### src/rtl/sam_vid_pkg.sv
// Shared types and widths for the SAM Coupe video fetch sequencer.
package sam_vid_pkg;

    localparam int unsigned VID_ADDR_W = 25;
    localparam int unsigned VID_DATA_W = 16;

    typedef enum logic [1:0] {
        IDLE,
        ISSUE,
        WAIT,
        STORE
    } vf_state_t;

endpackage

### src/rtl/sam_vid_fifo.sv
// First-word fall-through FIFO that accepts zero, one or two words per cycle.
// Head reads as zero while empty so the pixel port shows a clean value.
module sam_vid_fifo #(
    parameter int unsigned DEPTH = 8,
    parameter int unsigned WIDTH = 16
) (
    input  logic                     i_clk,
    input  logic                     i_reset,
    input  logic                     i_flush,
    input  logic [1:0]               i_push,
    input  logic [WIDTH-1:0]         i_wdata0,
    input  logic [WIDTH-1:0]         i_wdata1,
    input  logic                     i_pop,
    output logic [WIDTH-1:0]         o_head,
    output logic                     o_full,
    output logic                     o_empty,
    output logic [$clog2(DEPTH):0]   o_free_cnt
);

    localparam int unsigned PW = $clog2(DEPTH);
    localparam logic [PW:0] DEPTH_V = DEPTH[PW:0];

    logic [WIDTH-1:0] r_mem [DEPTH];
    logic [PW:0]      r_wr_ptr;
    logic [PW:0]      r_rd_ptr;
    logic [PW:0]      w_count;
    logic [PW:0]      w_push_n;
    logic [PW-1:0]    w_wr_idx1;
    logic             w_pop_ok;

    assign w_count    = r_wr_ptr - r_rd_ptr;
    assign w_push_n   = {{(PW - 1){1'b0}}, i_push};
    assign w_wr_idx1  = r_wr_ptr[PW-1:0] + 1'b1;
    assign w_pop_ok   = i_pop && !o_empty;
    assign o_empty    = (w_count == '0);
    assign o_full     = (w_count == DEPTH_V);
    assign o_free_cnt = DEPTH_V - w_count;
    assign o_head     = o_empty ? '0 : r_mem[r_rd_ptr[PW-1:0]];

    always_ff @(posedge i_clk) begin
        if (i_reset || i_flush) begin
            r_wr_ptr <= '0;
            r_rd_ptr <= '0;
        end else begin
            r_wr_ptr <= r_wr_ptr + w_push_n;
            if (w_pop_ok) begin
                r_rd_ptr <= r_rd_ptr + 1'b1;
            end
        end
    end

    // Storage needs no reset: the pointers alone define what is valid.
    always_ff @(posedge i_clk) begin
        if (i_push != 2'd0) begin
            r_mem[r_wr_ptr[PW-1:0]] <= i_wdata0;
        end
        if (i_push == 2'd2) begin
            r_mem[w_wr_idx1] <= i_wdata1;
        end
    end

endmodule

### src/rtl/sam_vid_fetch.sv
// Video line fetch sequencer: drives the SDRAM video read ports and queues captured words.
// Define SAM_VID_DUAL_EN for paired two-channel fetch; otherwise only channel 1 is used.
module sam_vid_fetch
    import sam_vid_pkg::*;
#(
    parameter int unsigned FETCH_WAIT = 32,
    parameter int unsigned FIFO_DEPTH = 8
) (
    input  logic                  i_clk,
    input  logic                  i_reset,
    input  logic                  i_line_start,
    input  logic [VID_ADDR_W-1:0] i_line_base,
    input  logic [7:0]            i_line_words,
    output logic [VID_ADDR_W-1:0] o_vid_addr1,
    output logic [VID_ADDR_W-1:0] o_vid_addr2,
    input  logic [VID_DATA_W-1:0] i_vid_data1,
    input  logic [VID_DATA_W-1:0] i_vid_data2,
    output logic [VID_DATA_W-1:0] o_pix_data,
    output logic                  o_pix_valid,
    input  logic                  i_pix_rd,
    output logic                  o_line_done,
    output logic                  o_underflow
);

`ifdef SAM_VID_DUAL_EN
    localparam bit DUAL = 1'b1;
`else
    localparam bit DUAL = 1'b0;
`endif

    localparam int unsigned FPW = $clog2(FIFO_DEPTH);
    localparam logic [FPW:0] FREE_NEED = DUAL ? 2 : 1;
    localparam logic [7:0] WAIT_INIT = 8'(FETCH_WAIT - 1);
    localparam logic [VID_ADDR_W-1:0] ADDR_STEP = DUAL ? 25'd4 : 25'd2;
    localparam logic [VID_ADDR_W-1:0] ADDR2_RST = 25'd2;

    vf_state_t             r_state;
    logic [VID_ADDR_W-1:0] r_cur;
    logic [7:0]            r_rem;
    logic [7:0]            r_wait_cnt;
    logic [VID_ADDR_W-1:0] r_addr1;
    logic [VID_ADDR_W-1:0] r_addr2;
    logic                  r_pend;
    logic [VID_ADDR_W-1:0] r_pend_base;
    logic [7:0]            r_pend_words;
    logic                  r_line_done;
    logic                  r_underflow;

    logic [VID_ADDR_W-1:0] w_base_in;
    logic [VID_ADDR_W-1:0] w_next2;
    logic                  w_same;
    logic                  w_push_two;
    logic [7:0]            w_step_words;
    logic [1:0]            w_push;
    logic                  w_flush;
    logic                  w_fifo_full;
    logic                  w_fifo_empty;
    logic [FPW:0]          w_free_cnt;
    logic                  w_can_issue;
    logic [VID_ADDR_W-1:0] w_rs_base;
    logic [7:0]            w_rs_words;

    assign w_base_in    = {i_line_base[VID_ADDR_W-1:1], 1'b0};
    assign w_next2      = r_cur + 25'd2;
    // Unchanged addresses are not refetched by the controller; its held data is already valid.
    assign w_same       = (r_addr1 == r_cur) && (!DUAL || (r_addr2 == w_next2));
    assign w_push_two   = DUAL && (r_rem >= 8'd2);
    assign w_step_words = w_push_two ? 8'd2 : 8'd1;
    assign w_push       = (r_state == STORE && !i_line_start) ? (w_push_two ? 2'd2 : 2'd1) : 2'd0;
    assign w_flush      = i_line_start && ((r_state != IDLE) || (i_line_words != 8'd0));
    assign w_can_issue  = !w_fifo_full && (w_free_cnt >= FREE_NEED);
    assign w_rs_base    = i_line_start ? w_base_in : r_pend_base;
    assign w_rs_words   = i_line_start ? i_line_words : r_pend_words;

    sam_vid_fifo #(
        .DEPTH (FIFO_DEPTH),
        .WIDTH (VID_DATA_W)
    ) u_fifo (
        .i_clk      (i_clk),
        .i_reset    (i_reset),
        .i_flush    (w_flush),
        .i_push     (w_push),
        .i_wdata0   (i_vid_data1),
        .i_wdata1   (i_vid_data2),
        .i_pop      (i_pix_rd),
        .o_head     (o_pix_data),
        .o_full     (w_fifo_full),
        .o_empty    (w_fifo_empty),
        .o_free_cnt (w_free_cnt)
    );

    always_ff @(posedge i_clk) begin
        if (i_reset) begin
            r_state      <= IDLE;
            r_cur        <= '0;
            r_rem        <= '0;
            r_wait_cnt   <= '0;
            r_addr1      <= '0;
            r_addr2      <= ADDR2_RST;
            r_pend       <= 1'b0;
            r_pend_base  <= '0;
            r_pend_words <= '0;
            r_line_done  <= 1'b0;
            r_underflow  <= 1'b0;
        end else begin
            r_line_done <= 1'b0;
            if (i_line_start) begin
                r_underflow <= 1'b0;
            end else if (i_pix_rd && w_fifo_empty) begin
                r_underflow <= 1'b1;
            end

            if (i_line_start && r_state != WAIT) begin
                r_pend <= 1'b0;
                if (i_line_words != 8'd0) begin
                    r_cur   <= w_base_in;
                    r_rem   <= i_line_words;
                    r_state <= ISSUE;
                end else begin
                    r_state <= IDLE;
                end
            end else begin
                unique case (r_state)
                    IDLE: begin
                        r_state <= IDLE;
                    end
                    ISSUE: begin
                        if (w_can_issue) begin
                            r_addr1 <= r_cur;
                            if (DUAL) begin
                                r_addr2 <= w_next2;
                            end
                            if (w_same) begin
                                r_state <= STORE;
                            end else begin
                                r_wait_cnt <= WAIT_INIT;
                                r_state    <= WAIT;
                            end
                        end
                    end
                    WAIT: begin
                        // A restart here is deferred until the outstanding fetch has settled.
                        if (i_line_start) begin
                            r_pend       <= 1'b1;
                            r_pend_base  <= w_base_in;
                            r_pend_words <= i_line_words;
                        end
                        if (r_wait_cnt != 8'd0) begin
                            r_wait_cnt <= r_wait_cnt - 8'd1;
                        end else if (r_pend || i_line_start) begin
                            r_pend <= 1'b0;
                            if (w_rs_words != 8'd0) begin
                                r_cur   <= w_rs_base;
                                r_rem   <= w_rs_words;
                                r_state <= ISSUE;
                            end else begin
                                r_state <= IDLE;
                            end
                        end else begin
                            r_state <= STORE;
                        end
                    end
                    STORE: begin
                        r_cur <= r_cur + ADDR_STEP;
                        r_rem <= r_rem - w_step_words;
                        if (r_rem <= w_step_words) begin
                            r_line_done <= 1'b1;
                            r_state     <= IDLE;
                        end else begin
                            r_state <= ISSUE;
                        end
                    end
                    default: begin
                        r_state <= IDLE;
                    end
                endcase
            end
        end
    end

    assign o_vid_addr1 = r_addr1;
    assign o_vid_addr2 = r_addr2;
    assign o_pix_valid = !w_fifo_empty;
    assign o_line_done = r_line_done;
    assign o_underflow = r_underflow;

endmodule

### config.mk
export PLATFORM = sky130hd
export DESIGN_NAME = sam_vid_fetch
export DESIGN_NICKNAME = d
export VERILOG_FILES = /design/src/rtl/sam_vid_pkg.sv /design/src/rtl/sam_vid_fifo.sv /design/src/rtl/sam_vid_fetch.sv
export SDC_FILE = /design/constraint.sdc
export NUM_CORES = 1
export LEC_CHECK = 0
export CAP_MARGIN = 20
export CORE_MARGIN = 8
export CORE_UTILIZATION = 50
export CTS_BUF_LIST = sky130_fd_sc_hd__clkbuf_2 sky130_fd_sc_hd__clkbuf_4 sky130_fd_sc_hd__clkbuf_8
export CTS_CLUSTER_DIAMETER = 100
export CTS_CLUSTER_SIZE = 20
export DETAILED_ROUTE_END_ITERATION = 10
export GPL_TIMING_DRIVEN = 0
export PLACE_DENSITY_LB_ADDON = 0.2
export SYNTH_ARGS = -nofsm -noshare
export SYNTH_HDL_FRONTEND = slang
export SYNTH_HIERARCHICAL = 1
export SYNTH_SLANG_ARGS = --single-unit
### constraint.sdc
create_clock -name i_clk -period 4.2 [get_ports i_clk]
set_input_delay 0.42 -clock i_clk [delete_from_list [all_inputs] [get_ports i_clk]]
set_output_delay 0.42 -clock i_clk [all_outputs]
set_load 0.005 [all_outputs]
==> summary.txt <==
Clock network
  – Total clock sinks: 243
  – Root Driver: clkbuf_8
  – Clk slew on worst S/H paths: 140 ps
  – Maximum clock path buffer count: 3
  – CTS tree: yes
  – CTS Buf Count: 16
  – Worst-skew pair later-pin latency: 560 ps
  – # H-tree levels: 1

Power and ir drop
  – Worst vdd ir: 0.000232 V
  – Lkg Pwr: 5.39 nW
  – Pwr Density: 321 nW/µm²
  – Power Total: 5.04 mW

Synthesis
  – Synth warn: 6
  – Register area share after synthesis: 0.455
  – Cell taking the most area after synthesis: edfxtp_1
  – Synthesized area: 13500 µm²
  – EDFF count, synth: 128
  – Post-Syn Area per Cell: 11.1 µm²
  – Synth area leaders: edfxtp_1 (28%), dfxtp_1 (17%), mux2_2 (12%)
  – Yosys reg bits: 243
  – Synth top area share: 0.284
  – Top cells by count, synth: mux2_2 (139), edfxtp_1 (128), dfxtp_1 (115)
  – Syn Inst Count: 1216
  – Primary FF master, synth: edfxtp_1
  – Synth async-reset ratio: 0
  – Post-synth cell types: 86
  – Most frequent cell after synthesis: mux2_2

Timing
  – Worst setup margin: 236 ps
  – Achievable frequency: 0.252 GHz
  – RSZ-0062 raised after global routing: no
  – Fin. max-slew vios: 0
  – Worst Max-Slew Pin Slew: 1030 ps
  – Setup violators final: 0
  – Hold_ws: 455 ps
  – Fin crit share: 0.944
  – Slew HR: 0.310
  – Final Skew: 36.6 ps
  – Fin Setup TNS: 0 ps
  – Crit path time final: 3960 ps
  – Final hold violation count: 0

Global route
  – First-pass GRT wire length: 59.0 mm
  – GRT Total Usage: 0.225
  – GRT overflow: 0
  – Initial antenna violation count: 0
  – Vias in the first global route: 10300
  – Largest net degree at the start of global routing: 22

Drt
  – DRC viols: 0
  – Drt total wl: 38.0 mm
  – DR iter-0 viols: 953
  – First-pass detailed-route iteration total: 5
  – DR WL/cell: 21.9 µm
  – Vias per inst: 6.01
  – Antenna viol nets, final: 0
  – Via count: 10400

Setup path
  – Top delay family on crit path: buffers and inverters
  – Crit path cell chain: ha_1 > clkbuf_1 > clkbuf_1 > clkbuf_1 > nor2b_1 > o21ai_0 > o21ai_2 > buf_8
  – CP Data Arrival Time: 4210 ps
  – CP Class: reg2reg
  – CP peak stage delay: 520 ps
  – Setup crit end kind: register
  – WP buf/inv: 4
  – Worst setup SP type: register
  – Most used cell, CP: clkbuf_1
  – Critical-path top delay cell: o21ai_2
  – Crit path max fanout: 11
  – Req. time, crit path: 4450 ps

Run
  – MaxCap Viol Count: 0

Floorplan
  – Starting density of the core: 0.506
  – FP Rows: 60
  – Die Area: 32500 µm²
  – DIE WIDTH: 180 µm
  – Ports: 138
  – Die Ht: 180 µm
  – Core ar.: 26700 µm²

Status
  – Outcome: finished clean

Placement
  – Area after DPL: 15300 µm²
  – Post-Place Worst Slack: 144 ps
  – Dpl cells: 1704
  – I/O Buffers: 110
  – DPL Wire Length: 26.9 mm
  – Final Wtd Congestion: 0.919

Finish
  – Final net count: 1474
  – Fraction of layout instances using a drive strength above 1: 0.214
  – Layout area overhead: 16.3%
  – Final Cell Area: 15700 µm²
  – Diode count: 0
  – Post-layout util: 0.588
  – Post-Layout Cell Count: 1734

Hold path
  – Hold Crit Class: in2reg
## timing repair
item,CTS,global route
setup buffers,0,4
resized for setup,1,2
setup endpoints to repair,11,45
pin swaps,0,4
hold buffers,0,0
cloned,0,0
## registers in the layout, summed over array words and instances (netlist names), named ones only
| name | flops |
|---|---|
| u_fifo/r_mem | 128 |
| o_vid_addr1 | 25 |
| r_cur | 25 |
| r_pend_base | 25 |
| r_pend_words | 8 |
| r_rem | 8 |
| r_wait_cnt | 8 |
| u_fifo/r_rd_ptr | 4 |
| u_fifo/r_wr_ptr | 4 |
| r_state | 2 |
| o_line_done | 1 |
| o_underflow | 1 |
| r_pend | 1 |
## final cells by class
class | instances | area [µm²]
inverter | 25 | 93.8
tap | 341 | 427
clock buffer | 24 | 287
timing repair buffer | 123 | 1280
clock inverter | 2 | 22.5
buffer | 112 | 587
sequential | 243 | 6150
fill | 2236 | 11000
multi-input combinational | 864 | 6870
## placed cells by master, fill, tap and decap left out, types with 5 or more instances in the layout
cell type        instances
a21oi_1                 71
conb_1                  30
inv_1                   25
o31a_1                   5
mux2_2                 139
o21ai_0                 15
and4_1                   5
a31oi_1                 10
nor4_1                   9
nand4_1                 16
nand2_1                112
mux2i_1                 68
o221a_1                  6
clkbuf_8                17
ha_1                    18
dfxtp_1                115
a2bb2oi_1                5
clkdlybuf4s50_1        110
buf_4                   33
o22ai_1                  7
nor3_1                  19
or4_1                    5
clkbuf_4                 7
nand3_1                 21
buf_2                   21
edfxtp_1               128
nor2b_1                  5
mux4_2                  32
clkbuf_1                54
a211oi_1                11
nor2_1                  78
o311ai_0                 9
and3_1                   9
buf_8                    6
xnor2_1                 31
o211ai_1                 6
o31ai_1                 19
## kinds of logic (layout without fill, tap and decap cells)
logic type / Yosys count / after routing / synth area share
DFF: 243 / 243 / 0.455
AOI/OAI and AO/OA: 224 / 224 / 0.116
buffers and inverters: 137 / 286 / 0.0504
xor gates and xnor gates: 36 / 36 / 0.0244
and+or+nand+nor: 314 / 314 / 0.113
other: 2 / 30 / 0.000556
adders and majority gates: 20 / 20 / 0.0196
muxes: 240 / 240 / 0.220
## where the power goes
group / switching (mW) / internal [mW] / total (mW) / leakage [nW]
Combinational: 0.616 / 0.510 / 1.13 / 3.12
Clock: 0.776 / 0.450 / 1.23 / 0.166
Sequential: 0.0837 / 2.60 / 2.69 / 2.11
## tightest hold or removal path, delay by kind of cell
kind / cells / cell delay [ps]
buf+inv: 1 / 440
simple gates: 1 / 70
compound gates: 1 / 50
## per-layer routing
layer	vias up	track usage	part of all wire
li1	4861	-	-
met1	5046	0.285	0.42
met3	70	0.0333	0.065
met2	453	0.389	0.48
met5	-	0	0
met4	0	0.0714	0.026
## worst paths after layout
path / from / end / slack (ps) / depth (start not counted)
worst max-delay path: r_state[0] / u_fifo/r_mem[5][1] / 240 / 8
worst min-delay path: i_line_base[1] / r_pend_base[1] / 450 / 3
worst max register to register: r_state[0] / u_fifo/r_mem[5][1] / 240 / 8
worst min register to register: r_pend_base[14] / r_pend_base[14] / 460 / 2
(Power assumes the default switching activity.)
